## config.mk

```make
export PLATFORM = sky130hd
export DESIGN_NAME = hazard_fwd_unit
export DESIGN_NICKNAME = d
export VERILOG_FILES = /design/src/rtl/hazard_fwd_unit.sv
export SDC_FILE = /design/constraint.sdc
export NUM_CORES = 1
export LEC_CHECK = 0
export BUFFER_PORTS_ARGS = -buffer_cell sky130_fd_sc_hd__buf_2
export CAP_MARGIN = 20
export CORE_MARGIN = 2
export CORE_UTILIZATION = 46
export CTS_CLUSTER_SIZE = 25
export DETAILED_ROUTE_END_ITERATION = 7
export PLACE_DENSITY = 0.87
export SETUP_SLACK_MARGIN = 0.02
export SLEW_MARGIN = 5
export SYNTH_ARGS = -nofsm -noshare
export SYNTH_HDL_FRONTEND = slang
export SYNTH_SLANG_ARGS = --single-unit
```

## constraint.sdc

```tcl
create_clock -name clk -period 4.1 [get_ports clk]
set_clock_uncertainty 0.05 [all_clocks]
set_input_delay 0.82 -clock clk [delete_from_list [all_inputs] [get_ports clk]]
set_output_delay 0.82 -clock clk [all_outputs]
set_load 0.02 [all_outputs]
```

## src/rtl/hazard_fwd_unit.sv

```systemverilog
// Scoreboard of in-flight writers behind decode: picks the youngest ready producer per source, else stalls.
// Outputs are combinational from decode fields and entries; entries shift each edge unless halted.
module hazard_fwd_unit #(
  parameter int DEPTH    = 3,
  parameter int DATA_W   = 32,
  parameter int RADDR_W  = 4,
  parameter int ALU_LAT  = 1,
  parameter int LOAD_LAT = 2,
  parameter bit ZERO_REG = 1'b1,
  localparam int SEL_W   = $clog2(DEPTH + 1)
) (
  input  logic                      clk,
  input  logic                      rst,
  input  logic                      id_valid,
  input  logic [RADDR_W-1:0]        id_rs1,
  input  logic [RADDR_W-1:0]        id_rs2,
  input  logic                      id_rs1_used,
  input  logic                      id_rs2_used,
  input  logic [RADDR_W-1:0]        id_rd,
  input  logic                      id_wr,
  input  logic                      id_load,
  input  logic [DEPTH*DATA_W-1:0]   stage_data,
  input  logic                      halt,
  input  logic                      flush,
  output logic                      stall,
  output logic                      issue,
  output logic [SEL_W-1:0]          fwd1_sel,
  output logic [SEL_W-1:0]          fwd2_sel,
  output logic [DATA_W-1:0]         fwd1_data,
  output logic [DATA_W-1:0]         fwd2_data,
  output logic [15:0]               stall_cnt
);

  typedef struct packed {
    logic               valid;
    logic               wr;
    logic               load;
    logic [RADDR_W-1:0] rd;
  } entry_t;

  entry_t      ent_q [1:DEPTH];
  entry_t      ent_d [1:DEPTH];
  logic [15:0] cnt_q, cnt_d;
  logic        hit1, hit2, rdy1, rdy2;

  function automatic logic src_match(input logic used, input logic [RADDR_W-1:0] src,
                                     input entry_t e);
    return used && e.valid && e.wr && (e.rd == src) && ((src != '0) || !ZERO_REG);
  endfunction

  function automatic logic is_ready(input int k, input logic load);
    return k >= (load ? LOAD_LAT : ALU_LAT);
  endfunction

  // Scan oldest to youngest so the youngest match overwrites any older one.
  always_comb begin
    hit1      = 1'b0;
    rdy1      = 1'b0;
    hit2      = 1'b0;
    rdy2      = 1'b0;
    fwd1_sel  = '0;
    fwd2_sel  = '0;
    fwd1_data = '0;
    fwd2_data = '0;
    for (int k = DEPTH; k >= 1; k--) begin
      if (src_match(id_rs1_used, id_rs1, ent_q[k])) begin
        hit1      = 1'b1;
        rdy1      = is_ready(k, ent_q[k].load);
        fwd1_sel  = rdy1 ? SEL_W'(k) : '0;
        fwd1_data = rdy1 ? stage_data[(k-1)*DATA_W +: DATA_W] : '0;
      end
      if (src_match(id_rs2_used, id_rs2, ent_q[k])) begin
        hit2      = 1'b1;
        rdy2      = is_ready(k, ent_q[k].load);
        fwd2_sel  = rdy2 ? SEL_W'(k) : '0;
        fwd2_data = rdy2 ? stage_data[(k-1)*DATA_W +: DATA_W] : '0;
      end
    end
  end

  assign stall     = id_valid && !flush && ((hit1 && !rdy1) || (hit2 && !rdy2));
  assign issue     = id_valid && !stall && !flush && !halt;
  assign stall_cnt = cnt_q;

  always_comb begin
    ent_d[1] = issue ? entry_t'({1'b1, id_wr, id_load, id_rd}) : entry_t'('0);
    for (int k = 2; k <= DEPTH; k++) begin
      ent_d[k] = ent_q[k-1];
    end
    cnt_d = (stall && (cnt_q != 16'hFFFF)) ? cnt_q + 16'd1 : cnt_q;
  end

  always_ff @(posedge clk) begin
    if (!rst) begin
      for (int k = 1; k <= DEPTH; k++) begin
        ent_q[k] <= '0;
      end
      cnt_q <= '0;
    end else if (!halt) begin
      for (int k = 1; k <= DEPTH; k++) begin
        ent_q[k] <= ent_d[k];
      end
      cnt_q <= cnt_d;
    end
  end

endmodule

```

# Yosys cells after proc, flatten, opt, wreduce, memory -nomap -nowiden
# Memories as Yosys holds them, arrays and structs flattened.
# Index checks and enable logic that the tools add are counted.
[classes]
add_sub_neg = 1
magnitude_cmp = 3
n_eq_ne = 7
n_mux = 41
bitwise_logic = 4
n_reduce_logical = 41
[op_table]
columns = ["op", "count"]
rows = [
  ["$mux 32", 9],
  ["$logic_and 1x1->1", 32],
  ["$mux 7", 4],
  ["$eq 4x4->1", 6],
  ["$mux 2", 11],
  ["$mux 1", 17],
  ["$add 16x1->16 const B", 1],
  ["$ne 16x16->1 const B", 1],
  ["$reduce_bool 4->1", 2],
  ["$logic_not 1->1", 5],
  ["$ge 2x2->1 const A", 2],
  ["$or 1x1->1", 3],
  ["$ge 1x2->1 const A", 1],
  ["$reduce_and 2->1", 1],
  ["$logic_or 1x1->1", 1],
  ["$not 1->1", 1],
]
[totals]
register_bits = 16
mem_bits_rw = 21
inputBits = 117
out_inout_bits = 86
elab_cells = 99
mem_count = 1
[mem_list]
columns = ["name", "words", "word_bits", "rd", "rd_clocked_by_memory_dff", "wr", "line_no", "text"]
rows = [
  ["ent_q", 3, 7, 3, 0, 3, "41", "entry_t ent_q [1:DEPTH];"],
]

# Longest topological paths before layout
# Gate-level depths: netlist (run 1).
[depth]
depth_word = 17
depth_mapped = 8
ltp_nobuf = 6

# Least setup slack after synthesis (run 1)
# Ideal clock, no wire load.
[synth_timing]
path_kind = "input -> output"
startpoint = "input id_rs1[2]"
endpoint = "output stall"
arrival_time_ns = 2.722
required_ns = 3.230
setup_slack_ns = 0.508
cell_stages = 7
cell_sequence = "clkbuf_1 xor2_1 nor4_2 a22oi_1 buf_2 clkbuf_1 nor4b_1"
[synth_via]
elab_chain_cells = 10
elab_cells_between_ends = 20
classes_between = "3 x eq/ne; 6 x mux; 11 x reduce/logical"
[synth_rtl]
columns = ["element", "line_no", "text"]
rows = [
  ["start: declaration", "15", "input logic [RADDR_W-1:0] id_rs1,"],
  ["$eq 4x4->1", "48", "return used && e.valid && e.wr && (e.rd == src) && ((src != '0) || !ZERO_REG);"],
  ["$logic_and 1x1->1 (2 in series)", "48", ""],
  ["$mux 1 (3 in series)", "66", "if (src_match(id_rs1_used, id_rs1, ent_q[k])) begin"],
  ["$logic_not 1->1", "81", "assign stall = id_valid && !flush && ((hit1 && !rdy1) || (hit2 && !rdy2));"],
  ["$logic_and 1x1->1 (*)", "81", ""],
  ["$logic_or 1x1->1 (*)", "81", ""],
  ["$logic_and 1x1->1 (*)", "81", ""],
  ["end: declaration", "25", "output logic stall,"],
]
# Every way passes the cells marked *; elsewhere a longest branch is shown, timed or not.

# Worst setup path in the final report (run 1)
[layout_timing]
startpoint = "input id_rs1[1]"
endpoint = "output fwd1_data[23]"
[layout_via]
elab_chain_cells = 6
elab_cells_between_ends = 13
classes_between = "3 x eq/ne; 3 x mux; 7 x reduce/logical"
[layout_rtl]
columns = ["element", "line_no", "text"]
rows = [
  ["$eq 4x4->1", "48", ""],
  ["$logic_and 1x1->1 (2 in series)", "48", ""],
  ["$mux 32 (2 in series)", "66", ""],
  ["$mux 32 (*)", "66", ""],
  ["end: declaration", "29", "output logic [DATA_W-1:0] fwd1_data,"],
]
# Marked as above.

==> results of run 1 <==
-- power breakdown --
part / leakage [nW] / total [W] / switching (W) / internal [W]
logic: 1.70 / 0.000156 / 0.0000867 / 0.0000693
clock network: 0.0556 / 0.000299 / 0.000121 / 0.000178
registers: 0.338 / 0.000395 / 0.0000123 / 0.000383
total: 2.10 / 0.000850 / 0.000220 / 0.000630
-- kinds of logic (layout without fill, tap and decap cells) --
group / count (synthesis) / count (layout)
simple gates: 190 / 190
compound gates: 101 / 101
buf+inv: 38 / 221
flops: 35 / 35
xor+xnor: 22 / 22
mux: 4 / 4
fa+ha+maj: 1 / 1
-- layout by cell type, fill, tap and decap left out, types with 7 or more instances in the layout --
| cell | n |
|---|---|
| edfxtp_1 | 19 |
| nand2_1 | 49 |
| a21oi_1 | 10 |
| xnor2_1 | 8 |
| dfxtp_1 | 16 |
| nor2_1 | 66 |
| and2_1 | 13 |
| buf_4 | 8 |
| buf_2 | 202 |
| nor3_1 | 7 |
| nand4_1 | 8 |
| o31ai_1 | 7 |
| a221o_1 | 64 |
| and3_1 | 8 |
| or4_1 | 8 |
| nand3_1 | 10 |
| xor2_1 | 14 |
-- through the flow --
stage	cell area, um2	total power [W]	hold slack [ns]
final	4250	0.000850	0.451
after detailed placement	4140	0.000556	0.445
after global routing	4250	0.000884	0.486
after CTS	4250	0.000853	0.453
after global placement	4140	0.000550	0.427
after floorplan	3090	0.000470	0.474
-- registers in the layout, indices dropped and copies added, names as in the netlist --
register   cells
ent_q         19
stall_cnt     16
-- worst register-to-register path: cells and delay by family (launching register included) --
kind	cells	cell delay (ns)
AOI/OAI and AO/OA	2	0.38
xor gates and xnor gates	1	0.18
buffers and inverters	1	0.26
DFF	1	0.45
and+or+nand+nor	2	0.96
-- how the worst min path moves through the flow --
stage / to
3_5_place_dp: stall_cnt[14]
5_1_grt: stall_cnt[14]
2_1_floorplan: ent_q[0][26]
6_report: stall_cnt[14]
4_1_cts: stall_cnt[14]
3_3_place_gp: stall_cnt[7]
-- layer usage --
layer	up-vias	part of all wire [%]	wire length (um)	track usage [%]
met4	0	3.7	410	11.5
met3	46	8.9	994	5.29
met1	1808	37	4170	32.8
met2	252	50	5600	48.8
li1	1858	-	-	-
met5	-	0	0	0
-- layout make-up --
class                           instances  share of cell area, %
Multi-Input combinational cell        318                   48.7
Tap cell                               77                   2.27
Clock inverter                          3                  0.913
Clock buffer                            5                   1.62
Timing Repair Buffer                  210                   25.2
Inverter                                3                  0.265
Sequential cell                        35                   21.0
==> qor.csv, run 1 <==
metric;value;unit
clk_path_buf_depth;2;
synthAdderAreaFrac;0.405;%
crit_family;simple AND/OR/NAND/NOR gates;
drtIter0Drc;273;
muxShareOfSynthArea;1.29;%
synthXorXnorAreaFrac;6.23;%
status;finished clean;
core-area;6420;um2
clock-sinks;35;
final_hold_viol_count;0;
final_cells;651;
cellLeakagePower;2.10;nW
worst_setup_path_start_kind;primary input;
wl_per_cell;17.2;um
ys_ff_latch;35;
cts_buffers;5;
pwr_density_cell;200;nW/um2
grt_max_degree;35;
synthSimpleGateAreaFrac;29.8;%
slowest_stage;or4_1;
final_core_util;66.1;%
drt_first_pass_iters;5;
dieWidth;86;um
placed_cells;643;
grt_pass1_vias;3557;
rr_endpoint;stall_cnt[15];
worstPathCellList;buf_2 > xnor2_1 > nand3_1 > or4_1 > a21oi_2 > buf_4 > a221o_1 > buf_2;
root_buffer;clkbuf_8;
slowest_delay;0.58;ns
crit_top_cell;buf_2;
avgSynthCellArea;7.91;um2
via_per_inst;6.09;
timing.slew.headroom;50.0;%
synth_cell_types;39;
cts_tree;built;
maxCapViolations;0;
cp_max_fo;32;
hold_start;stall_cnt[14];
arrival;2.84;ns
ys_seq_area_share;28.8;%
startpoint;id_rs1[1];
track_usage;27.7;%
timing.final.ws_setup;0.395;ns
critPathCaptureType;output port;
io_pins;203;
area_growth;37.3;%
grt-ovfl-total;0;
ant_nets;0;
crit_buf_inv;3;
rsz0062_at_grt;false;
start_util;48.2;%
ir_worst_vdd;0.000248;V
portBuffers;202;
synth.most_common_cell;nor2_1;
worstPathRequired;3.23;ns
rows;29;
hold_depth;2;
synth_compound_area_share;28.5;%
synthArstFlopShare;0;%
ys_top_cells_by_area;a221o_1 21%, edfxtp_1 18%, dfxtp_1 10%;
fin_nets;691;
htreeDepth;2;
seq_area;891;um2
multi_input_area;2070;um2
synthTopCellsByCount;66 x nor2_1, 64 x a221o_1, 49 x nand2_1, 27 x clkbuf_1, 19 x edfxtp_1;
clkTransAtPathRegs;0.07;ns
yosys_warnings;0;
tns;0;ns
grt_pass1_wl;16.7;mm
via_count;3964;
endpoint;fwd1_data[23];
wirelength;11.2;mm
grt_antenna_before_repair;0;
postCtsResizedCells;0;
fmaxAchievable;0.270;GHz
synth_edf_count;19;
cts_setup_buffers;0;
drive_gt1_share;39.2;%
period_share;90.4;%
pre_cts_ws;0.442;ns
drc;0;
r2r_cells;6;
fillCellCount;557;
gp_congestion;1.01;
setup_viol;0;
path_depth;8;
syn-num-nets;509;
dieArea;7400;um2
maxSlewViolCount;0;
cts_hold_buf;0;
synth_ff_type;edfxtp_1;
die_h;86;um
synth_top_area_share;20.7;%
antenna_cells;0;
hold_path.class;reg -> reg;
rrSetupSlack;1.76;ns
synth_top_area_cell;a221o_1;
path_class;in -> out;
min_period;3.71;ns
tightest_slew;0.748;ns
synth.cell_area;3090;um2
clk_latency;0.29;ns
syn_inst;391;
crit-reg2reg-launch;ent_q[0][10];
synth_top_family_by_area;simple AND/OR/NAND/NOR gates;
dpl.hpwl;8.50;mm
Note: power is estimated with default switching activity, not from simulation.
==> run 2, diff against run 1 <==
==> constraint.sdc (replaced) <==
create_clock -name clk -period 4.1 [get_ports clk]
set_clock_uncertainty 0.05 [all_clocks]
set_input_delay 0.205 -clock clk [delete_from_list [all_inputs] [get_ports clk]]
set_output_delay 0.205 -clock clk [all_outputs]
set_load 0.02 [all_outputs]
==> qor.csv, run 2 (synthesis results as in run 1) <==
metric;value;unit
status;finished clean;
start_util;48.2;%
fin_nets;691;
die_h;86;um
min_period;3.28;ns
area_growth;36.8;%
layout_commonest_cell;buf_2;
postCtsResizedCells;0;
timing.final.ws_setup;0.825;ns
final_cell_mix;202 x buf_2, 66 x nor2_1, 64 x a221o_1;
portBuffers;202;
worstPathRequired;3.85;ns
gp_congestion;1.15;
clk_latency;0.29;ns
slowest_stage;a21oi_2;
root_buffer;clkbuf_8;
worstPathCellList;xnor2_1 > nand3_1 > or4_1 > a21oi_2 > buf_4 > a221o_1 > buf_2;
pwr_density_cell;191;nW/um2
drtIter0Drc;246;
maxCapViolations;0;
ir_worst_vdd;0.000223;V
dpl.hpwl;8.99;mm
ant_nets;0;
regMostFlops;ent_q;
tightest_slew;0.965;ns
via_count;4002;
htreeDepth;2;
drive_gt1_share;39.2;%
grt_pass1_wl;17.8;mm
slowest_delay;0.73;ns
io_pins;203;
grt_max_degree;35;
grt_pass1_vias;3671;
maxSlewViolCount;0;
pre_cts_ws;1.15;ns
fillCellCount;522;
setup_viol;0;
track_usage;29.8;%
path_class;reg -> out;
period_share;79.9;%
grt_antenna_before_repair;0;
dieArea;7400;um2
cellLeakagePower;2.09;nW
cts_setup_buffers;0;
clkTransAtPathRegs;0.07;ns
power;0.000810;W
fmaxAchievable;0.305;GHz
cts_hold_buf;0;
clock-sinks;35;
antenna_cells;0;
cts_tree;built;
cts_buffers;5;
wl_per_cell;17.6;um
hold_path.class;in -> reg;
largest_register_ffs;19;
dieWidth;86;um
arrival;3.02;ns
final_hold_viol_count;0;
tns;0;ns
cp_max_fo;21;
core-area;6420;um2
drt_first_pass_iters;5;
rows;29;
wirelength;11.5;mm
grt-ovfl-total;0;
via_per_inst;6.15;
timing.slew.headroom;35.7;%
critPathCaptureType;output port;
rsz0062_at_grt;false;
drc;0;
clk_path_buf_depth;2;
worst_setup_path_start_kind;register;
[run 2: cell types whose count changed in the layout (fill, tap and decap cells not counted)]
cell       delta
bufinv_16     -1
clkinv_1      -1
clkbuf_8      +1
clkbuf_1      +1
[run 2: final timing paths]
kind	start	to	slack (ns)	depth (start not counted)
worst min register to register	stall_cnt[13]	stall_cnt[13]	0.47	2
worst min-delay path	id_rd[2]	ent_q[0][9]	0.17	2
worst max register to register	ent_q[0][10]	stall_cnt[3]	1.76	6
worst max-delay path	ent_q[0][17]	fwd2_data[23]	0.82	7
[run 2: routing by layer]
| metal | track usage (%) | vias to the layer above | part of all wire [%] |
|---|---|---|---|
| li1 | - | 1859 | - |
| met2 | 52.2 | 266 | 50 |
| met5 | 0 | - | 0 |
| met4 | 14.4 | 0 | 4.1 |
| met3 | 4.52 | 43 | 8.6 |
| met1 | 35.4 | 1834 | 38 |
[run 2: worst max-delay path: cells and delay by family, from the launching register on]
family	cells	cell delay (ns)
AO/OA/AOI/OAI	2	0.90
AND/OR/NAND/NOR	2	0.67
buffers and inverters	2	0.50
flip-flops	1	0.44
XOR/XNOR	1	0.22
[run 2: per-stage QoR]
stage                     std cells  utilization, %  area (um2)  hold slack [ns]
final                           651            65.9        4230            0.172
after global routing            651            65.9        4230            0.179
after CTS                       651            65.9        4230            0.167
after detailed placement        643            64.4        4140            0.454
after global placement          643            64.4        4140            0.431
after floorplan                 391               -        3090            0.305
[run 2: where the power goes]
part	internal (W)	leakage, nW	switching, W
Sequential	0.000383	0.338	0.0000121
Clock	0.000135	0.0482	0.000121
Combinational	0.0000695	1.70	0.0000898
Total	0.000587	2.09	0.000223
[run 2: layout make-up]
cell class                      instances  area (um2)  area share, %
Multi-Input combinational cell        318        2070           48.9
Clock buffer                            7        86.3           2.04
Timing Repair Buffer                  210        1070           25.3
Tap cell                               77        96.3           2.28
Inverter                                3        11.3          0.266
Clock inverter                          1        5.00          0.118
Sequential cell                        35         891           21.1
==> run 3, diff against run 2 <==
Settings changed: CORE_UTILIZATION 46 to 43, PLACE_DENSITY 0.87 to 0.82.
Clock period 4.1 ns to 3.3 ns, I/O delays scaled along.
==> qor.csv, run 3 (synthesis results as in run 1) <==
metric;value;unit
maxCapViolations;0;
via_count;3999;
fillCellCount;626;
pwr_density_cell;232;nW/um2
track_usage;26.6;%
layout_commonest_cell;buf_2;
drt_first_pass_iters;7;
gp_congestion;0.917;
clk_latency;0.29;ns
grt_pass1_vias;3457;
grt_max_degree;36;
io_pins;203;
tightest_slew;0.806;ns
cts_buffers;5;
status;finished clean;
drive_gt1_share;39.0;%
rows;30;
drtIter0Drc;199;
seqPwrFrac;49.7;%
postCtsResizedCells;0;
clk_path_buf_depth;2;
clock-sinks;35;
cellLeakagePower;2.08;nW
regMostFlops;ent_q;
hold_path.class;in -> reg;
die_h;88.8;um
final_cell_mix;202 x buf_2, 66 x nor2_1, 64 x a221o_1;
cp_max_fo;33;
critPathCaptureType;output port;
holdWs;0.138;ns
combinationalPowerShare;19.9;%
final_hold_viol_count;0;
worst_setup_path_start_kind;register;
pwr-share-clk;30.4;%
grt_pass1_wl;16.5;mm
clkTransAtPathRegs;0.07;ns
wirelength;11.2;mm
path_class;reg -> out;
period_share;82.8;%
setup_viol;0;
worstPathRequired;3.08;ns
multi_input_area;2070;um2
via_per_inst;5.97;
grt_antenna_before_repair;0;
largest_register_ffs;19;
cts_tree;built;
wl_per_cell;16.7;um
rsz0062_at_grt;false;
root_buffer;clkbuf_8;
seq_area;891;um2
portBuffers;202;
core-area;6870;um2
min_period;2.73;ns
ir_worst_vdd;0.000257;V
netSwitchingPower;0.000274;W
cts_hold_buf;0;
dieArea;7890;um2
area_growth;37.2;%
antenna_cells;0;
ant_nets;0;
htreeDepth;2;
maxSlewViolCount;0;
fin_nets;691;
p_int;0.000709;W
arrival;2.52;ns
timing.slew.headroom;46.2;%
cts_setup_buffers;0;
p_sw_share;27.9;%
dieWidth;88.8;um
grt-ovfl-total;0;
drc;0;
fmaxAchievable;0.366;GHz
dpl.hpwl;8.45;mm
start_util;45.0;%
tns;0;ns
[run 3: per-stage QoR]
step,std cells,worst slack [ns],util [%],instance area [um2],total power [W]
6_report,670,0.568,61.8,4240,0.000983
3_3_place_gp,662,0.945,60.6,4160,0.000686
3_5_place_dp,662,0.894,60.6,4160,0.000691
2_1_floorplan,391,0.923,-,3090,0.000584
4_1_cts,670,0.575,61.8,4240,0.000988
5_1_grt,670,0.483,61.8,4240,0.00103
[run 3: cell type report]
cell class / count / area share (%)
Inverter: 3 / 0.265
Clock buffer: 7 / 1.80
Timing Repair Buffer: 210 / 25.2
Clock inverter: 1 / 0.118
Sequential cell: 35 / 21.0
Multi-Input combinational cell: 318 / 48.8
Tap cell: 96 / 2.83
[run 3: path summary, 6_finish.rpt]
check                                   from             to  slack [ns]  depth (start not counted)
worst max-delay path            ent_q[0][10]  fwd2_data[30]        0.57                          7
worst min-delay path                id_rd[2]    ent_q[0][9]        0.14                          2
worst max register to register  ent_q[0][10]  stall_cnt[13]        1.04                          6
worst min register to register  stall_cnt[7]   stall_cnt[7]        0.44                          2
[run 3: power by group through the flow]
stage | registers (W) | logic (W) | clock network (W)
floorplan | 0.000494 | 0.0000899 | 0
global placement | 0.000498 | 0.000188 | 0
detailed placement | 0.000499 | 0.000192 | 0
CTS | 0.000489 | 0.000193 | 0.000306
global route | 0.000491 | 0.000214 | 0.000324
finish | 0.000489 | 0.000195 | 0.000299
[run 3: metal layers]
metal  part of all wire, %  GRT usage [%]  vias to the layer above
met5                     0              0                        -
met4                   3.6           10.9                        0
met3                   8.2           4.85                       37
met2                    49           45.0                      226
met1                    39           33.3                     1879
li1                      -              -                     1857
[run 3: worst max-delay path, stage by stage (launching register included)]
cell and delay (ns):
edfxtp_1 0.44, xor2_1 0.19, nor4_2 0.43, nand2_1 0.15, nor3b_4 0.18, buf_4 0.26
a221o_1 0.41, buf_2 0.17
